--- config.mk ---
export PLATFORM = sky130hd
export DESIGN_NAME = shift_subtract_divider_flat
export DESIGN_NICKNAME = d
export VERILOG_FILES = /design/src/rtl/shift_subtract_divider_if.sv /design/src/rtl/shift_subtract_divider.sv /design/src/flat_wrapper.sv
export SDC_FILE = /design/constraint.sdc
export NUM_CORES = 1
export LEC_CHECK = 0
export CORE_MARGIN = 2
export CORE_UTILIZATION = 54
export CTS_BUF_LIST = sky130_fd_sc_hd__clkbuf_8
export CTS_CLUSTER_SIZE = 30
export DETAILED_ROUTE_END_ITERATION = 8
export PLACE_DENSITY = 0.82
export SLEW_MARGIN = 20
export SYNTH_ARGS = -nofsm -noshare
export SYNTH_HDL_FRONTEND = slang
export SYNTH_SLANG_ARGS = --single-unit
--- constraint.sdc ---
create_clock -name clk -period 3.1 [get_ports clk]
set_clock_uncertainty 0.15 [all_clocks]
set_input_delay 0.465 -clock clk [delete_from_list [all_inputs] [get_ports clk]]
set_output_delay 0.465 -clock clk [all_outputs]
set_load 0.02 [all_outputs]
--- src/rtl/shift_subtract_divider_if.sv ---
`default_nettype none
// ============================================================================
// Module   : shift_subtract_divider_if
// Brief    : Start/busy/done handshake and operand/result bundle for the divider.
// Revision : 1.0
// ============================================================================
interface shift_subtract_divider_if #(
    parameter int WIDTH = 16
);
    logic               start;
    logic [2*WIDTH-1:0] dividend;
    logic [WIDTH-1:0]   divisor;
    logic               busy;
    logic               done;
    logic               error;
    logic [WIDTH-1:0]   quotient;
    logic [WIDTH-1:0]   remainder;

    // Controller side: issues operands, observes status and results.
    modport master (
        output start, dividend, divisor,
        input  busy, done, error, quotient, remainder
    );

    // Divider side.
    modport slave (
        input  start, dividend, divisor,
        output busy, done, error, quotient, remainder
    );
endinterface
`default_nettype wire

--- src/rtl/shift_subtract_divider.sv ---
`default_nettype none
// ============================================================================
// Module   : shift_subtract_divider
// Brief    : Sequential restoring divider, 2W/W -> W quotient + W remainder,
//            one quotient bit per clock, MSB first.
// Revision : 1.0
// ============================================================================
module shift_subtract_divider #(
    parameter int WIDTH = 16
) (
    input  wire                          clk,
    input  wire                          rst_n,
    shift_subtract_divider_if.slave      bus
);

    localparam int CNT_W = (WIDTH > 1) ? $clog2(WIDTH) : 1;
    localparam logic [CNT_W-1:0] LAST_CNT = CNT_W'(WIDTH - 1);

    typedef enum logic [0:0] {
        S_IDLE = 1'b0,
        S_RUN  = 1'b1
    } state_t;

    state_t           state_q, state_d;
    // R < D always holds, so the stored partial remainder fits in WIDTH bits;
    // the shifted trial value carries the extra bit.
    logic [WIDTH-1:0] r_q, r_d;
    logic [WIDTH-1:0] q_q, q_d;
    logic [WIDTH-1:0] d_q, d_d;
    logic [CNT_W-1:0] cnt_q, cnt_d;
    logic             busy_q, busy_d;
    logic             done_q, done_d;
    logic             error_q, error_d;
    logic [WIDTH-1:0] quotient_q, quotient_d;
    logic [WIDTH-1:0] remainder_q, remainder_d;

    logic [WIDTH:0]   w_shifted;
    logic [WIDTH-1:0] w_trial;
    logic             w_fits;
    logic             w_reject;

    always_ff @(posedge clk or negedge rst_n) begin
        if (!rst_n) begin
            state_q     <= S_IDLE;
            r_q         <= '0;
            q_q         <= '0;
            d_q         <= '0;
            cnt_q       <= '0;
            busy_q      <= 1'b0;
            done_q      <= 1'b0;
            error_q     <= 1'b0;
            quotient_q  <= '0;
            remainder_q <= '0;
        end else begin
            state_q     <= state_d;
            r_q         <= r_d;
            q_q         <= q_d;
            d_q         <= d_d;
            cnt_q       <= cnt_d;
            busy_q      <= busy_d;
            done_q      <= done_d;
            error_q     <= error_d;
            quotient_q  <= quotient_d;
            remainder_q <= remainder_d;
        end
    end

    always_comb begin
        state_d     = state_q;
        r_d         = r_q;
        q_d         = q_q;
        d_d         = d_q;
        cnt_d       = cnt_q;
        busy_d      = busy_q;
        done_d      = 1'b0;
        error_d     = error_q;
        quotient_d  = quotient_q;
        remainder_d = remainder_q;

        w_shifted = {r_q, q_q[WIDTH-1]};
        w_fits    = (w_shifted >= {1'b0, d_q});
        // Only used when it fits, where the difference is below D.
        w_trial   = w_shifted[WIDTH-1:0] - d_q;
        // A high half at or above the divisor means the quotient cannot fit.
        w_reject  = (bus.divisor == '0) ||
                    (bus.dividend[2*WIDTH-1:WIDTH] >= bus.divisor);

        case (state_q)
            S_IDLE: begin
                if (bus.start) begin
                    if (w_reject) begin
                        done_d      = 1'b1;
                        error_d     = 1'b1;
                        quotient_d  = '1;
                        remainder_d = '0;
                    end else begin
                        r_d     = bus.dividend[2*WIDTH-1:WIDTH];
                        q_d     = bus.dividend[WIDTH-1:0];
                        d_d     = bus.divisor;
                        cnt_d   = '0;
                        busy_d  = 1'b1;
                        state_d = S_RUN;
                    end
                end
            end
            S_RUN: begin
                r_d   = w_fits ? w_trial : w_shifted[WIDTH-1:0];
                q_d   = {q_q[WIDTH-2:0], w_fits};
                cnt_d = cnt_q + 1'b1;
                if (cnt_q == LAST_CNT) begin
                    quotient_d  = q_d;
                    remainder_d = r_d;
                    error_d     = 1'b0;
                    done_d      = 1'b1;
                    busy_d      = 1'b0;
                    state_d     = S_IDLE;
                end
            end
            default: begin
                state_d = S_IDLE;
                busy_d  = 1'b0;
            end
        endcase
    end

    assign bus.busy      = busy_q;
    assign bus.done      = done_q;
    assign bus.error     = error_q;
    assign bus.quotient  = quotient_q;
    assign bus.remainder = remainder_q;

endmodule
`default_nettype wire
--- src/flat_wrapper.sv ---
// flat-port wrapper written by rule: the top's interface ports become plain ports
module shift_subtract_divider_flat 
#(
    parameter int WIDTH = 16
)
  (clk, rst_n, bus_start, bus_dividend, bus_divisor, bus_busy, bus_done, bus_error, bus_quotient, bus_remainder);
  shift_subtract_divider_if #(.WIDTH(WIDTH)) bus_i ();
  input  wire clk;
  input  wire rst_n;
  input wire logic [$bits(bus_i.start)-1:0] bus_start;
  input wire logic [$bits(bus_i.dividend)-1:0] bus_dividend;
  input wire logic [$bits(bus_i.divisor)-1:0] bus_divisor;
  output wire logic [$bits(bus_i.busy)-1:0] bus_busy;
  output wire logic [$bits(bus_i.done)-1:0] bus_done;
  output wire logic [$bits(bus_i.error)-1:0] bus_error;
  output wire logic [$bits(bus_i.quotient)-1:0] bus_quotient;
  output wire logic [$bits(bus_i.remainder)-1:0] bus_remainder;
  assign bus_i.start = bus_start;
  assign bus_i.dividend = bus_dividend;
  assign bus_i.divisor = bus_divisor;
  assign bus_busy = bus_i.busy;
  assign bus_done = bus_i.done;
  assign bus_error = bus_i.error;
  assign bus_quotient = bus_i.quotient;
  assign bus_remainder = bus_i.remainder;
  shift_subtract_divider #(.WIDTH(WIDTH)) u_core (.clk(clk), .rst_n(rst_n), .bus(bus_i));
endmodule
Yosys cells after proc, flatten, opt, wreduce, memory -nomap -nowiden --
Index checks and enable logic that the tools add are counted.
Storage, ports and cells: flip-flop bits (word level) 88, input port bits 51, output and inout port bits 35, logic and storage cells 60
Cells by class: add/subtract/negate cells 2, magnitude comparators 2, equality and inequality tests 5, multiplexer cells 33, bitwise logic cells 2, reduce and logical (&&, ||, !) cells 6
Operator list (count):
- two-way mux 16 bit | 11
- one-hot mux 16 bit (2 select lines) | 4
- >= comparator 17 x 16 -> 1 bit | 1
- >= comparator 16 bit | 1
- zero test 16 bit | 1
- subtractor 16 bit | 1
- two-way mux 1 bit | 11
- AND reduction 3 bit | 3
- two-way mux 4 bit | 2
- one-hot mux 1 bit (2 select lines) | 4
- one-hot mux 4 bit (2 select lines) | 1
- inequality test 2 bit (second input constant) | 3
- adder 4 x 1 -> 4 bit (second input constant) | 1
- == test 4 bit (second input constant) | 1
- inequality test 2 x 1 -> 1 bit (second input constant) | 1
- inverter 1 bit | 2
- AND reduction 2 bit | 1
- logical OR 1 bit | 1

Depth between registers and ports, before layout --
depth after elaboration 5, mapped depth 11, gate-level depth less buffers 11

Worst setup path after synthesis --
No wires, ideal clock.
kind input -> register, start in bus_divisor[10], end reg u_core.d_q[0], library setup time 125 ps, arrival 2288 ps, required time 2825 ps, slack 537 ps, stages 10, buffers on the path 1, cells stage by stage inv_1 > ha_1 > a21o_1 > a211oi_2 > o21a_1 > a221oi_2 > nor3b_2 > and2b_1 > buf_6 > mux2_2
On the way: longest elaborated chain between the ends 4, elaborated cells between the ends (all ways) 5, those cells by class order compare: 1; bitwise: 1; reduce/logical: 3
RTL lines:
- start: declaration | RTL line flat_wrapper.sv:12 | input wire logic [$bits(bus_i.divisor)-1:0] bus_divisor;
- >= comparator 16 bit / zero test 16 bit (equally long branches) | RTL line shift_subtract_divider.sv:86, shift_subtract_divider.sv:85
- logical OR 1 bit * | RTL line shift_subtract_divider.sv:85 | w_reject = (bus.divisor == '0) ||
- inverter 1 bit (no source line) *
- AND reduction 3 bit (no source line) *
- end signal: assignment | RTL line shift_subtract_divider.sv:47 | d_q <= '0;
- end signal: assignment | RTL line shift_subtract_divider.sv:58 | d_q <= d_d;
- end: declaration | RTL line shift_subtract_divider.sv:29 | logic [WIDTH-1:0] d_q, d_d;
Mark *: on every way between the ends. The rest lies on a longest branch, timed or not. A chain may end at the register's enable or synchronous reset.

Worst setup path in the final report --
start in bus_divisor[2], end reg u_core.r_q[12]
On the way: longest elaborated chain between the ends 4, elaborated cells between the ends (all ways) 5, those cells by class order compare: 1; eq/ne: 1; reduce/logical: 3
RTL lines:
- >= comparator 16 bit / zero test 16 bit (equally long branches) | RTL line shift_subtract_divider.sv:86, shift_subtract_divider.sv:85
- logical OR 1 bit * | RTL line shift_subtract_divider.sv:85
- inequality test 2 bit (no source line) *
- AND reduction 2 bit (no source line) *
- end signal: assignment | RTL line shift_subtract_divider.sv:56 | r_q <= r_d;
- end: declaration | RTL line shift_subtract_divider.sv:27 | logic [WIDTH-1:0] r_q, r_d;
Marks and branches as above.

==> impl_metrics.ini <==
[outcome]
status = finished clean

[timing]
fmax_mhz = 345
rsz0062_at_grt = false
fin_crit_ns = 2.90
final_max_slew_viol_count = 0
hold_viol_final = 0
setup_viol = 0
tns_ns = 0
slew_headroom_pct = 44.5
fin_crit_sh_pct = 93.4
tightest_slew_ns = 0.832

[global_route]
grt_util_met1_pct = 36.4
gr-usage-met2_pct = 40.0
grt_max_degree = 64
grt_pass1_vias = 4203
grt_antenna_before_repair = 0
grt_pass1_wl_um = 20600
grt_util_met3_pct = 5.87
grt-busiest-layer = met2
grtUsageTotal_pct = 26.0
overflow = 0

[clock_tree]
clock_latency_ns = 0.38
cts.repair.resized = 0
clk_pin_slew_ns = 0.10
clock_sinks = 88
ctsHoldBuffers = 0
cts_made_buffers = 9
cts_max_path_buffers = 2
h-tree-depth = 3
cts_tree = yes
root_buffer = clkbuf_8
post_cts_buffers = 0

[critical_path]
crit_required_ns = 3.19
crit_arrival_ns = 2.98
critPathMaxFanout = 30
end_kind = flop
start_kind = input port
path_class = in -> reg

[layout]
nFillCells = 723
layout-drive-gt1-share_pct = 10.1
area_growth_syn_to_layout_pct = 25.4
nets = 682
stdcell_area_um2 = 6440
multi_input_area_um2 = 2580
diodes = 0
seqCellArea_um2 = 2200

[route]
drcViolationCount = 0
drt_wl_total_um = 12600
vias = 4100
postRouteAntennaNets = 0
drt_iter0_drc = 232
wl_per_cell_um = 17.2
vias_per_cell = 5.61
drtPass1Iterations = 6

[power]
power_mw = 7.73
switching_share_pct = 44.3
switching_power_mw = 3.43
p_per_area_nw_per_um2 = 1200
p_leak_nw = 2.97
p_comb_share_pct = 60.7
clkPwrFrac_pct = 11.1
p_int_mw = 4.31
worst_ir_drop_vdd_mv = 0.544
seqPwrFrac_pct = 28.1

[die]
start_util_pct = 55.6
pin_count = 86
core-area_um2 = 9240
die_y_um = 102
row_count = 35
die_area_um2 = 10300
die_width_um = 102

[placed_design]
port_buffers = 85
hpwl_um = 9410
place_area_um2 = 6230
place_congestion = 0.972

[synthesis]
netlist_area_um2 = 5140
ys_types = 61
synth-seq-area-share_pct = 42.8
ys.flop_type = dfrtp_1
syn_area_per_cell_um2 = 10.4
yosysWarnings = 0
synth_nets = 580
ys_async_sr_fraction_pct = 100
synth-seq-cells = 88
syn_inst = 495
synth_edf_count = 0

[run]
cap_violations = 0

[worst_hold_path]
min_path_type = in -> async
## layout by cell type (no fill, tap or decap), drive strengths merged, types with 2 or more instances in the layout
master / Yosys / layout
nor2: 11 / 11
a211oi: 3 / 3
and4: 2 / 2
o21ai: 38 / 38
o22ai: 10 / 10
nand2: 41 / 41
o31ai: 2 / 2
xnor2: 8 / 8
o21bai: 2 / 2
a21boi: 2 / 2
a21o: 7 / 7
mux2i: 72 / 72
nand3: 8 / 8
nor3: 2 / 2
a21oi: 16 / 16
nor4: 4 / 4
nand2b: 7 / 7
a31oi: 4 / 4
o211ai: 4 / 4
dfrtp: 88 / 88
nor3b: 2 / 2
xor2: 3 / 3
ha: 33 / 33
o2111ai: 2 / 2
clkdlybuf4s50: 0 / 84
mux2: 5 / 5
or3: 2 / 2
clkbuf: 8 / 9
o22a: 16 / 16
buf: 12 / 27
a41oi: 2 / 2
a221oi: 4 / 4
nor2b: 7 / 7
inv: 54 / 59
o21a: 2 / 2
## through the flow
stage | cells | util, % | hold slack, ns | setup WS [ns]
2_1_floorplan | 495 | - | 0.0194 | 0.537
3_3_place_gp | 715 | 67.5 | 0.318 | -0.0610
3_5_place_dp | 715 | 67.5 | 0.322 | -0.158
4_1_cts | 731 | 69.7 | 0.0456 | 0.252
5_1_grt | 731 | 69.7 | 0.0733 | 0.0582
6_report | 731 | 69.7 | 0.0136 | 0.204
## state kept, by name, summed over array words and instances, names as in the netlist, 4 cells and up
register and cells:
u_core.r_q 16, u_core.cnt_q 4, u_core.q_q 16, u_core.bus.quotient 16, u_core.d_q 16, u_core.bus.remainder 16
## power groups by stage
stage | sequential (mW) | clock, mW | combinational [mW]
after global placement | 2.17 | 0 | 4.52
final | 2.18 | 0.861 | 4.70
after detailed placement | 2.19 | 0 | 4.66
after floorplan | 2.30 | 0 | 3.16
after CTS | 2.17 | 0.882 | 4.70
after global routing | 2.25 | 0.940 | 5.18
## area by class of cell
| cell class | count | share of cell area, % |
|---|---|---|
| tap | 129 | 2.50 |
| clock inverter | 7 | 1.34 |
| inverter | 54 | 3.15 |
| multi-input combinational | 333 | 40.1 |
| clock buffer | 9 | 1.92 |
| sequential | 88 | 34.2 |
| timing repair buffer | 111 | 16.8 |
## cells in the mapped netlist (all sizes together) (4+ instances only)
| library cell | count | share of area [%] |
|---|---|---|
| a21o | 7 | 1.0 |
| a21oi | 16 | 1.6 |
| a221oi | 4 | 0.93 |
| a31oi | 4 | 0.49 |
| buf | 12 | 2.5 |
| clkbuf | 8 | 0.58 |
| dfrtp | 88 | 43 |
| ha | 33 | 8.0 |
| inv | 54 | 3.9 |
| mux2 | 5 | 1.1 |
| mux2i | 72 | 14 |
| nand2 | 41 | 3.0 |
| nand2b | 7 | 0.85 |
| nand3 | 8 | 0.78 |
| nor2 | 11 | 0.80 |
| nor2b | 7 | 0.85 |
| nor4 | 4 | 0.49 |
| o211ai | 4 | 0.68 |
| o21ai | 38 | 3.8 |
| o22a | 16 | 2.8 |
| o22ai | 10 | 1.2 |
| xnor2 | 8 | 1.4 |
## final timing paths
kind | startpoint | to | slack [ns] | cells past startpoint
worst max-delay path | bus_divisor[2] | u_core.r_q[12] | 0.20 | 11
worst min-delay path | rst_n | u_core.d_q[13] | 0.01 | 1
worst max register to register | u_core.q_q[15] | u_core.bus.remainder[14] | 0.29 | 11
worst min register to register | u_core.bus.busy | u_core.bus.busy | 0.35 | 1
max in group asynchronous | rst_n | u_core.cnt_q[0] | 2.05 | 2
min in group clk | u_core.bus.busy | u_core.bus.busy | 0.35 | 1
## metal layers
layer	routed length (um)	share of wire, %
met1	5730	45
met2	5870	47
met3	744	5.9
met4	256	2.0
met5	0	0
## kinds of logic (layout without fill, tap and decap cells)
logic type / Yosys count / after routing / share of synthesized area (%)
xor gates and xnor gates: 11 / 11 / 1.87
buffers and inverters: 74 / 181 / 6.99
and+or+nand+nor: 93 / 93 / 8.93
adders and majority gates: 34 / 34 / 8.42
AOI/OAI and AO/OA: 118 / 118 / 15.8
muxes: 77 / 77 / 15.1
DFF: 88 / 88 / 42.8
## critical path, stage by stage
cell and delay [ns]:
clkdlybuf4s50_1 0.51, inv_1 0.07, ha_1 0.31, a21o_1 0.18, a31oi_1 0.27, o21a_1 0.19
a221oi_2 0.08, nor3b_4 0.29, buf_12 0.27, mux2i_1 0.25, mux2i_1 0.09
No activity file was read; power rests on OpenSTA's default activity.
